**src/rtl/cache_bank_ctrl.sv**
```systemverilog
// cache_bank_ctrl: request sequencer in front of a 4-read / 1-write cache bank
// SRAM. Line writes are buffered in a small FIFO, 4-wide read bundles are
// accepted directly, and each cycle at most one of them is issued to the bank
// through registered CS/WE/RD/address/data pins. Read data returns two edges
// after acceptance with a per-port valid strobe.
//
// Optional macro WRITE_FORWARD_EN: reads compare their addresses against the
// queued writes and return the newest queued data instead of stale bank data.
// With the macro undefined, a read of an address that still has a queued write
// returns the old bank contents.

`ifndef CACHE_BANK_ADDRESS_WIDTH
`define CACHE_BANK_ADDRESS_WIDTH 8
`endif
`ifndef DATA_WIDTH
`define DATA_WIDTH 16
`endif

module cache_bank_ctrl #(
  parameter int ADR          = `CACHE_BANK_ADDRESS_WIDTH,
  parameter int DAT          = `DATA_WIDTH,
  parameter int WFIFO_DEPTH  = 4,
  parameter int STARVE_LIMIT = 3
) (
  input  logic                         Clk,
  input  logic                         Rst_n,
  input  logic                         wrValid,
  output logic                         wrReady,
  input  logic [ADR-1:0]               wrAddr,
  input  logic [DAT-1:0]               wrData,
  input  logic [3:0]                   rdValid,
  input  logic [ADR-1:0]               rdAddr_0,
  input  logic [ADR-1:0]               rdAddr_1,
  input  logic [ADR-1:0]               rdAddr_2,
  input  logic [ADR-1:0]               rdAddr_3,
  output logic                         rdReady,
  output logic [3:0]                   rdDataValid,
  output logic [DAT-1:0]               rdData_0,
  output logic [DAT-1:0]               rdData_1,
  output logic [DAT-1:0]               rdData_2,
  output logic [DAT-1:0]               rdData_3,
  output logic                         ramCS,
  output logic                         ramWE,
  output logic                         ramRD,
  output logic [ADR-1:0]               ramWA,
  output logic [ADR-1:0]               ramRA_0,
  output logic [ADR-1:0]               ramRA_1,
  output logic [ADR-1:0]               ramRA_2,
  output logic [ADR-1:0]               ramRA_3,
  output logic [DAT-1:0]               ramDataIn,
  input  logic [DAT-1:0]               ramDout_0,
  input  logic [DAT-1:0]               ramDout_1,
  input  logic [DAT-1:0]               ramDout_2,
  input  logic [DAT-1:0]               ramDout_3,
  output logic [$clog2(WFIFO_DEPTH):0] wrCount
);

  localparam int PW = $clog2(WFIFO_DEPTH);
  localparam int CW = PW + 1;
  localparam int SW = $clog2(STARVE_LIMIT + 1);
  localparam logic [CW-1:0] DEPTH_C = CW'(WFIFO_DEPTH);
  localparam logic [SW-1:0] LIMIT_C = SW'(STARVE_LIMIT);

  typedef enum logic [1:0] {OP_IDLE, OP_READ, OP_WRITE} op_e;

  // Port bundles gathered into arrays so per-port logic can loop.
  logic [ADR-1:0] rd_addr  [4];
  logic [DAT-1:0] ram_dout [4];
  logic [ADR-1:0] ra_q     [4];
  logic [DAT-1:0] rd_data  [4];

  assign rd_addr[0]  = rdAddr_0;
  assign rd_addr[1]  = rdAddr_1;
  assign rd_addr[2]  = rdAddr_2;
  assign rd_addr[3]  = rdAddr_3;
  assign ram_dout[0] = ramDout_0;
  assign ram_dout[1] = ramDout_1;
  assign ram_dout[2] = ramDout_2;
  assign ram_dout[3] = ramDout_3;
  assign ramRA_0     = ra_q[0];
  assign ramRA_1     = ra_q[1];
  assign ramRA_2     = ra_q[2];
  assign ramRA_3     = ra_q[3];
  assign rdData_0    = rd_data[0];
  assign rdData_1    = rd_data[1];
  assign rdData_2    = rd_data[2];
  assign rdData_3    = rd_data[3];

  // Write FIFO storage and bookkeeping.
  logic [ADR-1:0] fifo_addr [WFIFO_DEPTH];
  logic [DAT-1:0] fifo_data [WFIFO_DEPTH];
  logic [PW-1:0]  wr_ptr_q;
  logic [PW-1:0]  rd_ptr_q;
  logic [CW-1:0]  count_q;
  logic           ready_en_q;
  logic [SW-1:0]  starve_q;
  logic           fifo_nonempty;
  logic           push;
  logic           pop;
  op_e            op;

  // Read pipeline: mask of the bundle held in the bank pins, then the mask
  // of the bundle whose data the bank is presenting this cycle.
  logic [3:0]     mask_q;
  logic [3:0]     ret_mask_q;

  assign fifo_nonempty = (count_q != '0);
  // wrReady stays low until the first edge after reset release.
  assign wrReady       = ready_en_q && (count_q < DEPTH_C);
  assign push          = wrValid && wrReady;
  assign wrCount       = count_q;
  assign rdDataValid   = ret_mask_q;

  // Arbitration: reads win unless a write has waited through STARVE_LIMIT reads.
  // NOTE: every signal driven from always_comb gets a default first, so no path leaves it unassigned and no latch is inferred.
  always_comb begin
    op = OP_IDLE;
    if ((rdValid != 4'b0) && !(fifo_nonempty && (starve_q == LIMIT_C))) begin
      op = OP_READ;
    end else if (fifo_nonempty) begin
      op = OP_WRITE;
    end
  end

  assign pop     = (op == OP_WRITE);
  assign rdReady = (op == OP_READ);

  // FIFO pointers, occupancy and the post-reset ready enable.
  // NOTE: state registers use non-blocking assignments so every flop samples pre-edge values regardless of block ordering.
  always_ff @(posedge Clk or negedge Rst_n) begin
    if (!Rst_n) begin
      wr_ptr_q   <= '0;
      rd_ptr_q   <= '0;
      count_q    <= '0;
      ready_en_q <= 1'b0;
    end else begin
      ready_en_q <= 1'b1;
      if (push) wr_ptr_q <= wr_ptr_q + PW'(1);
      if (pop)  rd_ptr_q <= rd_ptr_q + PW'(1);
      count_q <= count_q + CW'(push) - CW'(pop);
    end
  end

  // FIFO entry storage.
  // NOTE: the entry array has no reset; occupancy alone defines which entries are valid, and leaving it unreset lets it map to plain RAM/flops without reset fan-out.
  always_ff @(posedge Clk) begin
    if (push) begin
      fifo_addr[wr_ptr_q] <= wrAddr;
      fifo_data[wr_ptr_q] <= wrData;
    end
  end

  // Starvation counter: counts reads granted over a pending write.
  always_ff @(posedge Clk or negedge Rst_n) begin
    if (!Rst_n) begin
      starve_q <= '0;
    end else if ((op == OP_READ) && fifo_nonempty) begin
      if (starve_q != LIMIT_C) starve_q <= starve_q + SW'(1);
    end else begin
      starve_q <= '0;
    end
  end

  // Bank pin registers loaded from this cycle's issue decision.
  always_ff @(posedge Clk or negedge Rst_n) begin
    if (!Rst_n) begin
      ramCS     <= 1'b0;
      ramWE     <= 1'b0;
      ramRD     <= 1'b0;
      ramWA     <= '0;
      ramDataIn <= '0;
      mask_q    <= '0;
      for (int p = 0; p < 4; p++) ra_q[p] <= '0;
    end else begin
      unique case (op)
        OP_READ: begin
          ramCS  <= 1'b1;
          ramRD  <= 1'b1;
          ramWE  <= 1'b0;
          mask_q <= rdValid;
          for (int p = 0; p < 4; p++) ra_q[p] <= rd_addr[p];
        end
        OP_WRITE: begin
          ramCS     <= 1'b1;
          ramWE     <= 1'b1;
          ramRD     <= 1'b0;
          ramWA     <= fifo_addr[rd_ptr_q];
          ramDataIn <= fifo_data[rd_ptr_q];
        end
        default: begin
          ramCS <= 1'b0;
          ramWE <= 1'b0;
          ramRD <= 1'b0;
        end
      endcase
    end
  end

  // Return stage: the bank answers the bundle held in the pins one edge later.
  always_ff @(posedge Clk or negedge Rst_n) begin
    if (!Rst_n) ret_mask_q <= '0;
    else        ret_mask_q <= ramRD ? mask_q : 4'b0;
  end

`ifdef WRITE_FORWARD_EN
  logic           fwd_hit   [4];
  logic [DAT-1:0] fwd_dat   [4];
  logic [3:0]     hit1_q;
  logic [3:0]     hit2_q;
  logic [DAT-1:0] fwd1_q    [4];
  logic [DAT-1:0] fwd2_q    [4];

  // Search queued writes oldest to newest so the newest match wins.
  always_comb begin
    logic [PW-1:0] idx;
    idx = '0;
    for (int p = 0; p < 4; p++) begin
      fwd_hit[p] = 1'b0;
      fwd_dat[p] = '0;
      for (int j = 0; j < WFIFO_DEPTH; j++) begin
        idx = rd_ptr_q + PW'(j);
        if ((CW'(j) < count_q) && (fifo_addr[idx] == rd_addr[p])) begin
          fwd_hit[p] = 1'b1;
          fwd_dat[p] = fifo_data[idx];
        end
      end
    end
  end

  // Forwarded data follows the read through the same two stages.
  always_ff @(posedge Clk or negedge Rst_n) begin
    if (!Rst_n) begin
      hit1_q <= '0;
      hit2_q <= '0;
      for (int p = 0; p < 4; p++) begin
        fwd1_q[p] <= '0;
        fwd2_q[p] <= '0;
      end
    end else begin
      if (op == OP_READ) begin
        for (int p = 0; p < 4; p++) begin
          hit1_q[p] <= fwd_hit[p];
          fwd1_q[p] <= fwd_dat[p];
        end
      end
      hit2_q <= hit1_q;
      for (int p = 0; p < 4; p++) fwd2_q[p] <= fwd1_q[p];
    end
  end

  // Return data: forwarded write data overrides the bank for hit ports.
  always_comb begin
    for (int p = 0; p < 4; p++) begin
      rd_data[p] = '0;
      if (ret_mask_q[p]) rd_data[p] = hit2_q[p] ? fwd2_q[p] : ram_dout[p];
    end
  end
`else
  // Return data: bank output on strobed ports, zero elsewhere.
  always_comb begin
    for (int p = 0; p < 4; p++) begin
      rd_data[p] = '0;
      if (ret_mask_q[p]) rd_data[p] = ram_dout[p];
    end
  end
`endif

endmodule

```
**config.mk**
```make
export PLATFORM = sky130hd
export DESIGN_NAME = cache_bank_ctrl
export DESIGN_NICKNAME = d
export VERILOG_FILES = /design/src/rtl/cache_bank_ctrl.sv
export SDC_FILE = /design/constraint.sdc
export NUM_CORES = 1
export LEC_CHECK = 0
export CAP_MARGIN = 20
export CORE_UTILIZATION = 44
export CTS_CLUSTER_SIZE = 24
export DETAILED_ROUTE_END_ITERATION = 8
export PLACE_DENSITY = 0.82
export SLEW_MARGIN = 20
export SYNTH_ARGS = -nofsm -noshare
export SYNTH_HDL_FRONTEND = slang
export SYNTH_SLANG_ARGS = --single-unit
```
**constraint.sdc**
```tcl
create_clock -name Clk -period 2.58 [get_ports Clk]
set_input_delay 0.516 -clock Clk [delete_from_list [all_inputs] [get_ports Clk]]
set_output_delay 0.516 -clock Clk [all_outputs]
set_load 0.005 [all_outputs]
```
==> results.json <==
{
  "status": "finished, final reports clean",
  "multi_input_area_um2": 1940,
  "r2r-end": "wrCount[2]",
  "rsz0062_at_grt": "false",
  "powerDensity_nw_per_um2": 966,
  "antenna_found_initial": 0,
  "critPathMaxFanout": 2,
  "worstMarginPinSlew_ns": 0.684,
  "crit_type": "in -> out",
  "remaining_drc_errors": 0,
  "htreeDepth": 4,
  "antenna_left": 0,
  "tns_ns": 0,
  "grt_pass1_vias": 4740,
  "max_stage_delay_ns": 0.49,
  "cts_sinks": 173,
  "ir_drop_v": 0.000536,
  "synth-async-reset-ratio_pct": 44.5,
  "gp_congestion": 0.857,
  "placeableCoreArea_um2": 15200,
  "ctsRootBufferMaster": "clkbuf_16",
  "crit_top_cell": "clkdlybuf4s50_1",
  "fin_util_pct": 67.8,
  "grt_max_degree": 49,
  "finClkSkew_ns": 0.0107,
  "fin_crit_sh_pct": 97.4,
  "ys_seq_area_share_pct": 70.0,
  "layout-drive-gt1-share_pct": 20.4,
  "n_fill_cell": 1031,
  "rows": 45,
  "cp_top_family": "buffers and inverters",
  "ys.flop_type": "edfxtp_1",
  "syn-num-nets": 516,
  "dp.cells": 822,
  "grt_pass1_wl_um": 27500,
  "syn_avg_cell_area_um2": 18.0,
  "post-route-min-period_ns": 2.51,
  "wire_per_inst_um": 21.6,
  "area_growth_pct": 49.8,
  "synth_enable_flop_cells": 96,
  "die_h_um": 127,
  "ff2ff_path_depth": 8,
  "cts_tree": "yes",
  "diodes": 0,
  "viasPerCell": 5.11,
  "final_max_slew_viol_count": 0,
  "synth_area_leader_cell": "edfxtp_1",
  "track_usage_pct": 23.5,
  "vias": 4383,
  "final_net_count": 791,
  "final_cells": 858,
  "r2r_slack_ns": 0.47,
  "worstReg2RegStart": "starve_q[0]",
  "synthTopCellsByArea": "edfxtp_1 (42%), dfrtp_1 (28%), mux2_2 (9.7%)",
  "crit_buf_inv": 3,
  "synth.distinct_cells": 26,
  "insertion_delay_ns": 0.43,
  "cts.path.max_buffers": 2,
  "clk_pin_slew_ns": 0.07,
  "cp.depth": 5,
  "min_path_type": "in -> async",
  "worstSetupStartpointType": "input pin",
  "crit_chain": "clkdlybuf4s50_1, nor4_4, buf_4, a21oi_4, clkdlybuf4s50_1",
  "io_buffer_count": 258,
  "initial_core_util_pct": 45.2,
  "dr.pass1.iters": 4,
  "synth_seq_cells": 173,
  "cts_buffers": 17,
  "yosysTopAreaCellShare_pct": 41.9,
  "cpMaxStageDelayCell": "clkdlybuf4s50_1",
  "drtIter0Drc": 229,
  "hold_viol": 0,
  "ios": 259,
  "critPathRequiredTime_ns": 2.06,
  "setup_viol": 0,
  "power_leakage_nw": 3.86,
  "syn_inst": 382,
  "regArea_um2": 4810,
  "yosysWarnings": 0,
  "cp-end-kind": "output pin",
  "fmax_ghz": 0.398,
  "finalWirelength_um": 18600,
  "chipWidth_um": 127,
  "slew_headroom_pct": 54.4,
  "whs_ns": 0.135,
  "grt-ovfl-total": 0,
  "dp_hpwl_um": 13200,
  "critPathArrivalTime_ns": 2.00,
  "dieArea_um2": 16100,
  "synth_area_um2": 6870,
  "cap_violations": 0
}
[metrics by stage]
stage          area, µm²  worst slack [ns]  total power, mW
3_3_place_gp        9700            0.0134             7.49
4_1_cts            10300           0.00978             10.0
3_5_place_dp        9700           -0.0739             7.58
6_report           10300            0.0668             9.95
5_1_grt            10300            0.0392             10.4
2_1_floorplan       6870             0.166             5.55
[synth_stat cells (all sizes together) (4+ instances only)]
cell and count:
inv 7, xnor2 6, mux2 59, and3 4, and2 69, edfxtp 96
mux4 24, dfrtp 77, clkbuf 9, buf 9, ha 6
[routing by layer]
metal,routed length (µm),part of all wire (%),up-vias,track usage (%)
li1,-,-,1945,-
met1,7110,38,2212,28.0
met2,9610,52,189,40.1
met3,1290,6.9,37,6.99
met4,555,3.0,0,9.66
met5,0,0,-,0
[flip-flops by register name, indices dropped and copies added (netlist names)]
register,cells
ramRD,1
wr_ptr_q,2
ramDataIn,16
ramWE,1
mask_q,4
ramRA_2,8
ramRA_1,8
ramRA_3,8
fifo_addr,32
ramRA_0,8
fifo_data,64
wrCount,3
ready_en_q,1
ramWA,8
starve_q,2
rdDataValid,4
ramCS,1
rd_ptr_q,2
[timing repair]
action / 4_1_cts / 5_1_grt
endpoints found under the setup margin: 1 / 1
cloned: 0 / 0
hold buffers: 0 / 0
buffers inserted: 1 / 3
gates resized for setup: 1 / 1
pin swaps: 1 / 1
hold endpoints to repair: 0 / 0
[layout by cell type (no fill, tap or decap)]
cell	count
nor4b_1	1
clkdlybuf4s50_1	257
clkbuf_16	17
mux2_2	59
nor2b_1	1
clkbuf_1	1
conb_1	1
nor3_1	1
buf_4	15
and3_1	4
inv_1	7
fa_1	1
nor4_1	1
clkinvlp_4	3
nor4_4	1
nor2_1	1
inv_6	4
xnor2_1	6
inv_8	2
o21ai_4	1
buf_12	2
ha_1	6
edfxtp_1	96
o2bb2ai_1	2
clkinv_8	2
clkinv_4	1
dfrtp_1	75
o211ai_1	1
clkinv_2	1
a21oi_4	1
or3_4	1
dfrtp_2	2
mux4_2	24
clkinvlp_2	1
and2_1	69
nand2_1	2
[logic make-up after synthesis]
group / Yosys count / synth area share [%]
xor+xnor: 6 / 0.764
simple gates: 82 / 7.59
compound gates: 5 / 0.728
mux: 83 / 17.5
other cells: 1 / 0.0546
fa+ha+maj: 7 / 1.38
flops: 173 / 70.0
buf+inv: 25 / 1.98
[worst max path at each step]
stage	from	end	slack (ns)
3_3_place_gp	rdValid[1]	rdReady	0.01
6_report	rdValid[1]	rdReady	0.07
4_1_cts	rdValid[2]	rdReady	0.01
3_5_place_dp	rdValid[1]	wrCount[2]	-0.07
5_1_grt	wrCount[1]	rdReady	0.04
2_1_floorplan	rdValid[1]	wrCount[2]	0.17
[power by group]
part / internal (mW) / switching [mW]
clock network: 1.27 / 1.14
logic: 2.29 / 1.31
registers: 3.51 / 0.437
total: 7.07 / 2.88
[final cells by class]
cell class / instances / area share, %
flip-flops and latches: 173 / 46.7
clock buffers: 18 / 4.17
multi-input cells: 184 / 18.8
clock inverters: 14 / 1.28
inverters: 7 / 0.255
well taps: 188 / 2.28
repair buffers: 274 / 26.5
Power figures use the tool's default switching activity.
